## src/rtl/base_parity_gen_buf.sv

```systemverilog
// Parity generator with a registered two-entry skid buffer between upstream and downstream handshakes.
// Optional error injection on o_p[0] is enabled by defining BASE_PARITY_GEN_BUF_ERRINJ_EN.
module base_parity_gen_buf #(
  parameter int dwidth = 1,
  parameter int pwidth = 1
) (
  input  logic              clk,
  input  logic              reset,
  input  logic              i_v,
  output logic              i_r,
  input  logic [dwidth-1:0] i_d,
  output logic              o_v,
  input  logic              o_r,
  output logic [dwidth-1:0] o_d,
  output logic [pwidth-1:0] o_p
`ifdef BASE_PARITY_GEN_BUF_ERRINJ_EN
  ,
  input  logic              i_inj
`endif
);

  localparam int swidth = dwidth / pwidth;

  typedef enum logic [1:0] {
    EMPTY = 2'd0,
    ONE   = 2'd1,
    FULL  = 2'd2
  } count_t;

  count_t            state_q, state_d;
  logic [dwidth-1:0] main_d_q, skid_d_q;
  logic [pwidth-1:0] main_p_q, skid_p_q;
  logic [pwidth-1:0] in_par, in_p;
  logic              accept, pop;
  logic              load_main_new, load_skid, skid_to_main;

  // Even parity per slice, taken from the incoming beat and stored alongside it.
  always_comb begin
    in_par = '0;
    for (int k = 0; k < pwidth; k++) begin
      in_par[k] = ^i_d[k*swidth +: swidth];
    end
  end

`ifdef BASE_PARITY_GEN_BUF_ERRINJ_EN
  logic inj_q;
  logic inj_now;

  // A request in the accepting cycle corrupts that same beat.
  assign inj_now = inj_q | i_inj;
  assign in_p    = in_par ^ pwidth'(inj_now);

  always_ff @(posedge clk or posedge reset) begin
    if (reset) begin
      inj_q <= 1'b0;
    end else if (accept) begin
      inj_q <= 1'b0;
    end else if (i_inj) begin
      inj_q <= 1'b1;
    end
  end
`else
  assign in_p = in_par;
`endif

  // Ready and valid decode only registered state, so o_r never reaches i_r.
  assign i_r    = (state_q != FULL);
  assign o_v    = (state_q != EMPTY);
  assign accept = i_v & i_r;
  assign pop    = o_v & o_r;
  assign o_d    = main_d_q;
  assign o_p    = main_p_q;

  always_comb begin
    // NOTE: every output of this block gets a default first so no latch is inferred.
    state_d       = state_q;
    load_main_new = 1'b0;
    load_skid     = 1'b0;
    skid_to_main  = 1'b0;
    unique case (state_q)
      EMPTY: begin
        if (accept) begin
          state_d       = ONE;
          load_main_new = 1'b1;
        end
      end
      ONE: begin
        if (accept && !pop) begin
          state_d   = FULL;
          load_skid = 1'b1;
        end else if (accept && pop) begin
          load_main_new = 1'b1;
        end else if (pop) begin
          state_d = EMPTY;
        end
      end
      FULL: begin
        if (pop) begin
          state_d      = ONE;
          skid_to_main = 1'b1;
        end
      end
      default: state_d = EMPTY;
    endcase
  end

  always_ff @(posedge clk or posedge reset) begin
    if (reset) begin
      state_q <= EMPTY;
    end else begin
      // NOTE: sequential state uses non-blocking assignments so all registers update from pre-edge values.
      state_q <= state_d;
    end
  end

  // NOTE: the two storage entries are reset because o_d/o_p must read zero out of reset.
  always_ff @(posedge clk or posedge reset) begin
    if (reset) begin
      main_d_q <= '0;
      main_p_q <= '0;
      skid_d_q <= '0;
      skid_p_q <= '0;
    end else begin
      if (load_main_new) begin
        main_d_q <= i_d;
        main_p_q <= in_p;
      end else if (skid_to_main) begin
        main_d_q <= skid_d_q;
        main_p_q <= skid_p_q;
      end
      if (load_skid) begin
        skid_d_q <= i_d;
        skid_p_q <= in_p;
      end
    end
  end

endmodule
```

## config.mk

```make
export PLATFORM = sky130hd
export DESIGN_NAME = base_parity_gen_buf
export DESIGN_NICKNAME = d
export VERILOG_FILES = /design/src/rtl/base_parity_gen_buf.sv
export SDC_FILE = /design/constraint.sdc
export NUM_CORES = 1
export LEC_CHECK = 0
export CAP_MARGIN = 40
export CORE_AREA = 2 2 39 41
export CTS_BUF_LIST = sky130_fd_sc_hd__clkbuf_16
export DETAILED_ROUTE_END_ITERATION = 6
export DIE_AREA = 0 0 41 43
export PLACE_DENSITY_LB_ADDON = 0.08
export REMOVE_ABC_BUFFERS = 1
export SETUP_SLACK_MARGIN = 0.5
export SKIP_LAST_GASP = 1
export SLEW_MARGIN = 10
export SYNTH_ARGS = -nofsm -noshare
export SYNTH_HDL_FRONTEND = slang
export SYNTH_SLANG_ARGS = --single-unit
```

## constraint.sdc

```tcl
create_clock -name clk -period 1.6 [get_ports clk]
set_input_delay 0.48 -clock clk [delete_from_list [all_inputs] [get_ports clk]]
set_output_delay 0.48 -clock clk [all_outputs]
set_load 0.01 [all_outputs]
```

==> results.yml <==
logic_synthesis:
  synth_top_area_share_pct: 44.9
  synthTopCellsByArea: "dfrtp_1 (45%), mux2_1 (5.1%), nand2_1 (5.1%)"
  synth_cell_type_count: 16
  synth_area_um2: 223
  yosysTopAreaCell: "dfrtp_1"
  ys_ff_latch: 4
  synth_cells: 23
  synth-async-reset-ratio_pct: 100
  post-synth-top-count-cell: "dfrtp_1"
  synth-warning-count: 0
  syn_avg_cell_area_um2: 9.68
  synthTopCellsByCount: "dfrtp_1 (4), nand2_1 (3), a21oi_1 (2), inv_1 (2)"
  synth-seq-area-share_pct: 44.9
  synthFlopType: "dfrtp_1"
  synth_edf_count: 0
cts:
  clock_sink_count: 4
  cts_tree: "built"
  cts_buffers: 3
  clock_path_buffers: 2
  ctsHoldBuffers: 0
  cts_root_buf: "clkbuf_16"
  worstSkewPairLatency_ps: 220
  clkSlewWorstSetupHoldPaths_ps: 30
  cts_htree_levels: 1
pwr:
  p_per_area_nw_per_um2: 1480
  p_leak_nw: 0.231
  power_mw: 0.732
  ir_drop_mv: 0.676
grt:
  grt_antenna_before_repair: 0
  grt_pass1_wl_um: 1060
  grt_pass1_vias: 258
  grt_overflow: 0
  track_usage_pct: 9.47
  grt_max_degree: 5
timing:
  slew_headroom_pct: 90.3
  rsz0062_at_grt: "true"
  max_freq_mhz: 685
  finalSetupViolations: 0
  hold_violations: 0
  max_slew.worst_pin.slew_ps: 145
  fin_setup_tns_ps: 0
  min_period_ps: 1460
  period_share_pct: 91.3
  fin_skew_ps: 0.148
  drv_slew: 0
die:
  num_rows: 14
  io_pins: 9
  start_util_pct: 16.1
  die_x_um: 41
  dieArea_um2: 1760
  core_region_area_um2: 1380
  die_h_um: 43
detailed_routing:
  routed_wl_um: 629
  drt-initial-drc-count: 5
  via_per_inst: 4.02
  wl_per_cell_um: 10.5
  drt-pass1-iter-count: 4
  ant_nets: 0
  drc: 0
  num_vias: 241
critical_path:
  crit_chain: "or2_1, buf_2"
  cp.arrival_ps: 980
  reg2reg_from: "state_q[1]$_DFFE_PP0P_"
  cp-start-kind: "register"
  worstPathMaxFanout: 4
  crit_required_ps: 1120
  crit_slowest_cell: "dfrtp_1"
  reg2reg_depth: 5
  crit_path_end_kind: "primary output"
  r2r_end: "skid_p_q$_DFFE_PP0P_"
  reg2reg_setup_slack_ps: 170
  crit_type: "reg -> out"
  critPathMaxStageDelay_ps: 390
status:
  status: "completed"
worst_hold_path:
  hold_path_class: "in -> async"
final_layout:
  syn_to_final_growth_pct: 121
  antennaDiodeCount: 0
  postLayoutCellArea_um2: 493
  drive_gt1_share_pct: 54.5
  fin_util_pct: 35.6
  nets: 51
place:
  dp_hpwl_um: 417
  routabilityCongestion: 0.621
  place_area_um2: 353
  io_buffers: 8
run:
  maxCapViolCount: 0
==> cell families (layout without fill, tap and decap cells) <==
group	after synthesis	in the layout	share of synthesized area [%]
DFF	4	4	44.9
AOI/OAI and AO/OA	6	6	20.2
and+or+nand+nor	9	9	23.0
muxes	1	1	5.06
buffers and inverters	3	24	6.74
==> worst max-delay path: cells and delay by family (launching register included) <==
family,cells,cell delay (ps)
flip-flops,1,390
AND/OR/NAND/NOR,1,230
buffers and inverters,1,140
==> timing repair <==
item / CTS / global route
buffers inserted: 5 / 1
pin swaps: 2 / 3
gates resized for setup: 25 / 4
cloned: 0 / 0
endpoints found under the setup margin: 8 / 8
==> sequential cells by signal, summed over array words and instances (netlist names) <==
signal and cells:
state_q 2, skid_p_q 1, o_p 1
==> layout make-up <==
class	count	area, um^2
clock buffer	3	75.1
fill	143	891
inverter	2	7.51
multi-input combinational	16	130
sequential	4	100
tap	16	20.0
timing repair buffer	19	160
==> routing by layer <==
metal	track usage, %	up-vias	wire (um)	part of all wire [%]
met1	11.0	115	263	42
met3	1.57	0	14	2.2
li1	-	123	-	-
met5	0	-	0	0
met4	8.00	0	0	0
met2	14.1	3	351	56
==> report_power, final <==
group          leakage [nW]  switching [mW]  internal (mW)
clock                0.0370          0.0641          0.319
sequential           0.0481          0.0206          0.127
combinational         0.146          0.0744          0.127
==> worst max path at each step <==
stage / from / end / slack, ps / cells after the start
after floorplan: state_q[0]$_DFFE_PP0P_ / i_r / 420 / 2
after global placement: o_r / o_p$_DFFE_PP0P_ / -130 / 4
after detailed placement: i_v / skid_p_q$_DFFE_PP0P_ / -120 / 4
after CTS: state_q[0]$_DFFE_PP0P_ / o_v / 150 / 2
after global routing: state_q[1]$_DFFE_PP0P_ / o_v / 100 / 2
final: state_q[1]$_DFFE_PP0P_ / o_v / 140 / 2
==> cell usage in the layout, fill, tap and decap left out, types with 2 or more instances in the layout <==
cell | synthesis | layout
clkdlybuf4s15_1 | 0 | 2
buf_2 | 0 | 3
dfrtp_1 | 4 | 4
nand2_1 | 3 | 3
buf_4 | 1 | 8
inv_1 | 2 | 2
clkdlybuf4s50_1 | 0 | 2
clkbuf_16 | 0 | 3
buf_6 | 0 | 4
==> stage by stage <==
step | worst slack [ps] | hold WS [ps] | cells
finish | 139 | 436 | 60
global route | 104 | 459 | 60
CTS | 145 | 437 | 59
detailed placement | -123 | 495 | 51
global placement | -132 | 494 | 51
floorplan | 417 | 246 | 22
(Power assumes the default switching activity.)
